File: src/rtl/vid_in_stream_ctrl.sv
// vid_in_stream_ctrl: capture controller for a video-in to AXI4-Stream bridge.
// It waits for C_LOCK_FRAMES vsync edges before it enables streaming. It counts
// start-of-frame beats while streaming. After an overflow or a stop request it
// flushes the bridge FIFO, and it counts overflow and flush-timeout events.
module vid_in_stream_ctrl #(
    parameter int unsigned C_LOCK_FRAMES   = 2,
    parameter int unsigned C_FLUSH_CYCLES  = 16,
    parameter int unsigned C_FLUSH_TIMEOUT = 4096
) (
    input  logic        aclk,
    input  logic        rst,
    input  logic        ctrl_start,
    input  logic        vtd_vsync,
    input  logic        wr_error,
    input  logic        empty,
    input  logic        m_axis_video_tvalid,
    input  logic        m_axis_video_tready,
    input  logic        m_axis_video_tuser,
    output logic        axis_enable,
    output logic        locked,
    output logic [1:0]  state,
    output logic [15:0] frame_count,
    output logic [7:0]  err_count
);

    typedef enum logic [1:0] {
        ST_IDLE      = 2'd0,
        ST_WAIT_SYNC = 2'd1,
        ST_RUN       = 2'd2,
        ST_FLUSH     = 2'd3
    } state_t;

    state_t      state_q, state_d;
    logic        vs_meta_q, vs_meta_d, vs_sync_q, vs_sync_d;
    logic        vs_prev_q, vs_prev_d, vs_pulse_q, vs_pulse_d;
    logic        we_meta_q, we_meta_d, we_sync_q, we_sync_d;
    logic        we_prev_q, we_prev_d, we_pulse_q, we_pulse_d;
    logic [3:0]  sync_cnt_q, sync_cnt_d;
    logic [7:0]  empty_cnt_q, empty_cnt_d, empty_next;
    logic [15:0] tmo_cnt_q, tmo_cnt_d, tmo_next;
    logic [15:0] frame_count_q, frame_count_d;
    logic [7:0]  err_count_q, err_count_d;
    logic        axis_enable_q, axis_enable_d;
    logic        locked_q, locked_d;
    logic        err_inc;

    // Two-stage synchronizers followed by registered rising-edge detectors
    always_comb begin
        vs_meta_d  = vtd_vsync;
        vs_sync_d  = vs_meta_q;
        vs_prev_d  = vs_sync_q;
        vs_pulse_d = vs_sync_q & ~vs_prev_q;
        we_meta_d  = wr_error;
        we_sync_d  = we_meta_q;
        we_prev_d  = we_sync_q;
        we_pulse_d = we_sync_q & ~we_prev_q;
    end

    // Next-state, counter and output decode
    always_comb begin
        state_d       = state_q;
        sync_cnt_d    = sync_cnt_q;
        empty_cnt_d   = empty_cnt_q;
        tmo_cnt_d     = tmo_cnt_q;
        frame_count_d = frame_count_q;
        err_count_d   = err_count_q;
        err_inc       = 1'b0;
        empty_next    = empty ? empty_cnt_q + 8'd1 : 8'd0;
        tmo_next      = tmo_cnt_q + 16'd1;

        unique case (state_q)
            ST_IDLE: begin
                if (ctrl_start) begin
                    state_d    = ST_WAIT_SYNC;
                    sync_cnt_d = '0;
                end
            end
            ST_WAIT_SYNC: begin
                if (!ctrl_start) begin
                    state_d = ST_IDLE;
                end else if (vs_pulse_q) begin
                    sync_cnt_d = sync_cnt_q + 4'd1;
                    if (sync_cnt_q + 4'd1 == 4'(C_LOCK_FRAMES)) begin
                        state_d = ST_RUN;
                    end
                end
            end
            ST_RUN: begin
                if (m_axis_video_tvalid && m_axis_video_tready && m_axis_video_tuser) begin
                    frame_count_d = frame_count_q + 16'd1;
                end
                err_inc = we_pulse_q;
                if (we_pulse_q || !ctrl_start) begin
                    state_d     = ST_FLUSH;
                    empty_cnt_d = '0;
                    tmo_cnt_d   = '0;
                end
            end
            ST_FLUSH: begin
                empty_cnt_d = empty_next;
                tmo_cnt_d   = tmo_next;
                // Completing the empty run wins over a timeout in the same cycle
                if (empty_next == 8'(C_FLUSH_CYCLES)) begin
                    state_d    = ctrl_start ? ST_WAIT_SYNC : ST_IDLE;
                    sync_cnt_d = '0;
                end else if (tmo_next == 16'(C_FLUSH_TIMEOUT)) begin
                    state_d    = ctrl_start ? ST_WAIT_SYNC : ST_IDLE;
                    sync_cnt_d = '0;
                    err_inc    = 1'b1;
                end
            end
            default: state_d = ST_IDLE;
        endcase

        if (err_inc && (err_count_q != 8'hFF)) begin
            err_count_d = err_count_q + 8'd1;
        end

        axis_enable_d = (state_d == ST_RUN);
        locked_d      = (state_d == ST_RUN);
    end

    // State, counter and output registers
    always_ff @(posedge aclk or posedge rst) begin
        if (rst) begin
            state_q       <= ST_IDLE;
            vs_meta_q     <= 1'b0;
            vs_sync_q     <= 1'b0;
            vs_prev_q     <= 1'b0;
            vs_pulse_q    <= 1'b0;
            we_meta_q     <= 1'b0;
            we_sync_q     <= 1'b0;
            we_prev_q     <= 1'b0;
            we_pulse_q    <= 1'b0;
            sync_cnt_q    <= '0;
            empty_cnt_q   <= '0;
            tmo_cnt_q     <= '0;
            frame_count_q <= '0;
            err_count_q   <= '0;
            axis_enable_q <= 1'b0;
            locked_q      <= 1'b0;
        end else begin
            state_q       <= state_d;
            vs_meta_q     <= vs_meta_d;
            vs_sync_q     <= vs_sync_d;
            vs_prev_q     <= vs_prev_d;
            vs_pulse_q    <= vs_pulse_d;
            we_meta_q     <= we_meta_d;
            we_sync_q     <= we_sync_d;
            we_prev_q     <= we_prev_d;
            we_pulse_q    <= we_pulse_d;
            sync_cnt_q    <= sync_cnt_d;
            empty_cnt_q   <= empty_cnt_d;
            tmo_cnt_q     <= tmo_cnt_d;
            frame_count_q <= frame_count_d;
            err_count_q   <= err_count_d;
            axis_enable_q <= axis_enable_d;
            locked_q      <= locked_d;
        end
    end

    assign state       = state_q;
    assign axis_enable = axis_enable_q;
    assign locked      = locked_q;
    assign frame_count = frame_count_q;
    assign err_count   = err_count_q;

endmodule

File: config.mk
export PLATFORM = sky130hd
export DESIGN_NAME = vid_in_stream_ctrl
export DESIGN_NICKNAME = d
export VERILOG_FILES = /design/src/rtl/vid_in_stream_ctrl.sv
export SDC_FILE = /design/constraint.sdc
export NUM_CORES = 1
export LEC_CHECK = 0
export BUFFER_PORTS_ARGS = -buffer_cell sky130_fd_sc_hd__buf_2
export CAP_MARGIN = 25
export CORE_AREA = 10 10 85 87
export DETAILED_ROUTE_END_ITERATION = 12
export DIE_AREA = 0 0 95 97
export PLACE_DENSITY = 0.93
export REMOVE_ABC_BUFFERS = 1
export SLEW_MARGIN = 20
export SYNTH_ARGS = -nofsm -noshare
export SYNTH_HDL_FRONTEND = slang
export SYNTH_SLANG_ARGS = --single-unit
File: constraint.sdc
create_clock -name aclk -period 7.4 [get_ports aclk]
set_input_delay 1.48 -clock aclk [delete_from_list [all_inputs] [get_ports aclk]]
set_output_delay 1.48 -clock aclk [all_outputs]
set_load 0.05 [all_outputs]
==> metrics.csv, run 1 <==
metric,value,unit
dieArea,9220,um^2
routedWlPerCell,16.8,um
worst-path-max-fanout,10,
core,5470,um^2
yosysSeqAreaShare,46.3,%
grt_max_degree,64,
ys_ff_latch,63,
r2r_cells,8,
setup-tns-final,0,ns
start_util,62.2,%
maxCapViolations,0,
path_cells,"buf_2, nand2_1, a2bb2oi_1, a2111o_1, a21boi_0, o21ai_0, a31oi_1",
die_y,97,um
cp.required,7.60,ns
vdd_ir_drop_max,0.000245,V
finClkSkew,0.0110,ns
min_path_type,reg -> reg,
worst_slew_pin_slew,0.759,ns
slowest_delay,0.48,ns
yosys_warnings,0,
synth_area,3400,um^2
cts-root-buf,clkbuf_8,
setup_viol_count_final,0,
cts_tree,done,
place.gp.congestion,0.887,
antenna_cells,0,
max_clock_freq,0.351,GHz
synth_ff_type,dfrtp_1,
drt_wl_total,7760,um
grt_antenna_before_repair,0,
grt_pass1_vias,2728,
vias,2866,
timing.final.crit_period,2.85,ns
relSlewSlack,49.4,%
critical_path_buf_inv_count,1,
drt_iter0_markers,271,
port_buffers,36,
worst_setup_path_end_kind,register,
cts_setup_buffers,0,
hold_viol,0,
netlist_instances,353,
ys_types,56,
fin_crit_sh,38.5,%
num-fill-cells,400,
drv_slew,0,
cts-resized-gates,0,
avgViaCountPerCell,6.22,
clockBufferDepth,2,
ios,37,
fin_nets,400,
ant_nets,0,
syn_to_final_growth,12.9,%
cp_top_family,compound AO/OA/AOI/OAI gates,
avgSynthCellArea,9.64,um^2
die_x,95,um
clkSinkCount,63,
path_clk_slew,0.07,ns
status,finished clean,
grt_pass1_wl,12900,um
insertion_delay,0.35,ns
dpl.hpwl,5330,um
dr.pass1.iters,5,
rsz0062_at_grt,false,
overflow,0,
numCtsBuffers,9,
slowest_stage,o21ai_0,
critPathKind,in -> reg,
hold_path_depth,0,
cts_hold_buffers,0,
track_usage,16.9,%
crit_cells,7,
p_leak,0.00175,uW
htreeDepth,3,
synth_edf_count,0,
drive_above_1_share,18.5,%
rows,27,
cp.arrival,3.04,ns
drc,0,
synth-async-reset-ratio,100,%
critPathLaunchType,primary input,
design_power_total,1130,uW
p_per_area,293,nW/um^2
[cells in the final DEF, fill, tap and decap left out, drive strengths merged, types with 4 or more instances in the layout]
| cell type | instances |
|---|---|
| clkbuf | 9 |
| buf | 38 |
| o21ai | 38 |
| nand3 | 21 |
| nor3 | 14 |
| xnor2 | 16 |
| ha | 7 |
| o31ai | 4 |
| nand2 | 27 |
| inv | 10 |
| and3 | 8 |
| or2 | 4 |
| dfrtp | 63 |
| a31oi | 6 |
| o41ai | 4 |
| a21oi | 8 |
| nor2b | 5 |
| nand4 | 14 |
| nor4 | 6 |
| and2 | 5 |
| xor2 | 11 |
| nor2 | 20 |
[report_power, final]
part / internal (uW) / switching (uW) / total, uW
sequential: 385 / 69.6 / 455
clock: 225 / 143 / 368
combinational: 97.9 / 205 / 303
total: 708 / 417 / 1130
[Yosys cell counts (4+ instances only)]
cell | count | area (um^2)
ha_1 | 7 | 87.6
nor2b_1 | 5 | 31.3
and2_1 | 5 | 31.3
o41ai_1 | 4 | 35.0
nand4_1 | 13 | 81.3
nor2_1 | 20 | 75.1
xor2_1 | 11 | 96.3
inv_1 | 9 | 33.8
and3_1 | 8 | 50.1
o21ai_0 | 37 | 185
a21oi_1 | 8 | 40.0
nand3_1 | 20 | 100
a31oi_1 | 6 | 37.5
o31ai_1 | 4 | 30.0
clkbuf_1 | 8 | 30.0
xnor2_1 | 16 | 140
buf_4 | 4 | 30.0
or2_2 | 4 | 25.0
nand2_1 | 26 | 97.6
nor3_1 | 13 | 65.1
dfrtp_1 | 63 | 1580
buf_2 | 6 | 30.0
nor4_1 | 5 | 31.3
[registers in the layout (all words and copies together) (netlist names)]
| name | count |
|---|---|
| err_count | 8 |
| vs_meta_q | 1 |
| we_prev_d | 1 |
| locked | 1 |
| state | 2 |
| empty_cnt_q | 8 |
| vs_pulse_q | 1 |
| we_meta_q | 1 |
| tmo_cnt_q | 16 |
| we_pulse_q | 1 |
| we_prev_q | 1 |
| frame_count | 16 |
| vs_prev_d | 1 |
| sync_cnt_q | 4 |
| vs_prev_q | 1 |
[final timing paths]
kind / start / end / slack, ns
max reg2reg: tmo_cnt_q[0] / err_count[1] / 4.60
min in group asynchronous: rst / tmo_cnt_q[12] / 1.35
min: vs_meta_q / vs_prev_d / 0.36
max in group asynchronous: rst / sync_cnt_q[3] / 5.56
max: empty / sync_cnt_q[2] / 4.55
min reg2reg: vs_meta_q / vs_prev_d / 0.36
[final cells by class]
type                    count  area [um^2]  area share (%)
inverters                   9         33.8           0.879
repair buffers             38          195            5.08
clock inverters             7          120            3.13
multi-input cells         263         1700            44.3
flip-flops and latches     63         1580            41.0
well taps                  72         90.1            2.35
clock buffers               9          124            3.22
[worst reg2reg max path: stages, from the launching register on]
cell and delay, ns:
dfrtp_1 0.43, ha_1 0.34, nand4_1 0.22, nor4_1 0.43, o211ai_1 0.17, a211oi_2 0.21
a41oi_2 0.28, nor2_1 0.25, mux2_2 0.36
[cell families after synthesis]
kind of cell,share of synthesized area (%)
simple gates,22.8
compound gates,15.8
flops,46.3
xor+xnor,6.95
buf+inv,3.64
fa+ha+maj,2.57
mux,1.88
[per-stage QoR]
stage | cells | setup slack (ns) | util (%) | hold slack, ns | area [um^2]
floorplan | 335 | 4.35 | - | 0.331 | 3310
global placement | 445 | 4.29 | 65.7 | 0.331 | 3600
detailed placement | 445 | 4.22 | 65.7 | 0.345 | 3600
CTS | 461 | 4.58 | 70.2 | 0.361 | 3840
global route | 461 | 4.37 | 70.2 | 0.364 | 3840
finish | 461 | 4.55 | 70.2 | 0.361 | 3840
[layer usage]
metal  part of all wire [%]  up-vias  track usage, %
met4                    1.3        0            6.18
met5                      0        -               0
li1                       -     1353               -
met1                     42     1393            20.7
met3                    5.4       13            3.93
met2                     51      107            27.9
Note: power is estimated with default switching activity, not from simulation.
==> run 2: changes to the inputs <==
CORE_AREA = 10 10 92 94   (was 10 10 85 87)
DIE_AREA = 0 0 102 104   (was 0 0 95 97)
PLACE_DENSITY = 0.84   (was 0.93)
clock period = 2.6 ns   (was 7.4 ns; I/O delays follow)
==> metrics.csv, run 2 (synthesis gave the netlist of run 1 again) <==
metric,value,unit
drc,0,
status,finished clean,
grt_pass1_wl,13100,um
syn_to_final_growth,16.6,%
layout_setup_ws,0.0528,ns
internal_power,1990,uW
grt_antenna_before_repair,0,
p_leak,0.00180,uW
rows,30,
cts-root-buf,clkbuf_8,
fin_crit_sh,98.0,%
insertion_delay,0.35,ns
design_power_total,3200,uW
hold_ws,0.145,ns
max_clock_freq,0.393,GHz
wl_met3,432,um
drv_slew,0,
clkSinkCount,63,
critPathKind,reg -> reg,
final_common_cell,dfrtp_1,
top_layer,met4,
worst-path-max-fanout,10,
track_usage,14.9,%
timing.final.crit_period,2.55,ns
grt_pass1_vias,2874,
slowest_stage,dfrtp_1,
ant_nets,0,
critPathLaunchType,register,
cts_tree,done,
die_y,104,um
dr.pass1.iters,5,
pwr-share-seq,39.9,%
die_x,102,um
drt_wl_total,7950,um
core,6680,um^2
cp.required,2.83,ns
htreeDepth,3,
vias,2920,
dpl.hpwl,5530,um
path_cells,"ha_2, and4_1, and3_1, a31oi_1, nor3_2, a41oi_4, nor2_2, mux2_2",
cp_top_family,simple AND/OR/NAND/NOR gates,
path_clk_slew,0.08,ns
antenna_cells,0,
reg2reg_setup_slack,0.05,ns
setup_viol_count_final,0,
ios,37,
relSlewSlack,61.9,%
routedWlPerCell,16.5,um
drive_above_1_share,22.4,%
overflow,0,
fin_nets,413,
place.gp.congestion,0.886,
pre_cts_slack,-0.0351,ns
start_util,50.9,%
cts_setup_buffers,0,
p_switching,1210,uW
numCtsBuffers,9,
worst_setup_path_end_kind,register,
grt_max_degree,27,
swShare,37.7,%
clockPowerShare,30.5,%
wl_met2,3980,um
min_path_type,in -> async,
dieArea,10600,um^2
hold_viol,0,
finClkSkew,0.0140,ns
final_cell_mix,"63 x dfrtp_1, 36 x buf_2, 35 x o21ai_0",
maxCapViolations,0,
slowest_delay,0.42,ns
p_per_area,807,nW/um^2
vdd_ir_drop_max,0.000701,V
port_buffers,36,
avgViaCountPerCell,6.06,
combPwrFrac,29.6,%
drt_iter0_markers,282,
clockBufferDepth,2,
worst_slew_pin_slew,0.567,ns
cp.arrival,2.78,ns
critical_path_buf_inv_count,0,
drt-met1-wl,3410,um
cts_hold_buffers,0,
## run 2: changes by cell type in the layout (fill, tap and decap cells not counted), sizes merged
| cell | previous run | this run |
|---|---|---|
| clkbuf | 9 | 10 |
| clkinvlp | 1 | 3 |
| buf | 38 | 51 |
| bufinv | 3 | 2 |
| clkinv | 2 | 0 |
## run 2: layout make-up
type | instances | area (um^2)
fillers | 523 | 2710
multi-input cells | 263 | 1740
flip-flops and latches | 63 | 1580
repair buffers | 51 | 293
clock buffers | 10 | 138
well taps | 80 | 100
clock inverters | 6 | 91.3
inverters | 9 | 33.8
## run 2: power groups by stage
stage	logic (uW)	clock network, uW	registers (uW)
6_report	948	976	1280
5_1_grt	1040	1020	1300
4_1_cts	931	991	1270
3_5_place_dp	913	0	1290
3_3_place_gp	879	0	1280
2_1_floorplan	467	0	1420
## run 2: final timing paths
| check | start | end | depth (start not counted) |
|---|---|---|---|
| min | rst | frame_count[15] | 2 |
| max | tmo_cnt_q[1] | err_count[1] | 8 |
| max reg2reg | tmo_cnt_q[1] | err_count[1] | 8 |
| min in group aclk | wr_error | we_meta_q | 1 |
| max in group asynchronous | rst | err_count[0] | 3 |
| min reg2reg | we_meta_q | we_prev_d | 0 |
## run 2: timing repair
action | in CTS | in global routing
endpoints found under the hold margin | 0 | 0
pin swaps | 0 | 2
gates resized for setup | 1 | 7
endpoints found under the setup margin | 1 | 9
## run 2: metrics by stage
stage	instances	utilization [%]	cell area, um^2	TNS (ns)
floorplan	335	-	3310	0
global placement	466	55.4	3700	0
detailed placement	466	55.4	3700	-0.0351
CTS	482	58.9	3940	0
global route	482	59.4	3970	-0.0936
finish	482	59.4	3970	0
## run 2: metal layers
| layer | GRT usage, % | vias up |
|---|---|---|
| met3 | 3.92 | 14 |
| met5 | 0 | - |
| met4 | 5.65 | 0 |
| met1 | 18.2 | 1418 |
| li1 | - | 1378 |
| met2 | 24.1 | 110 |
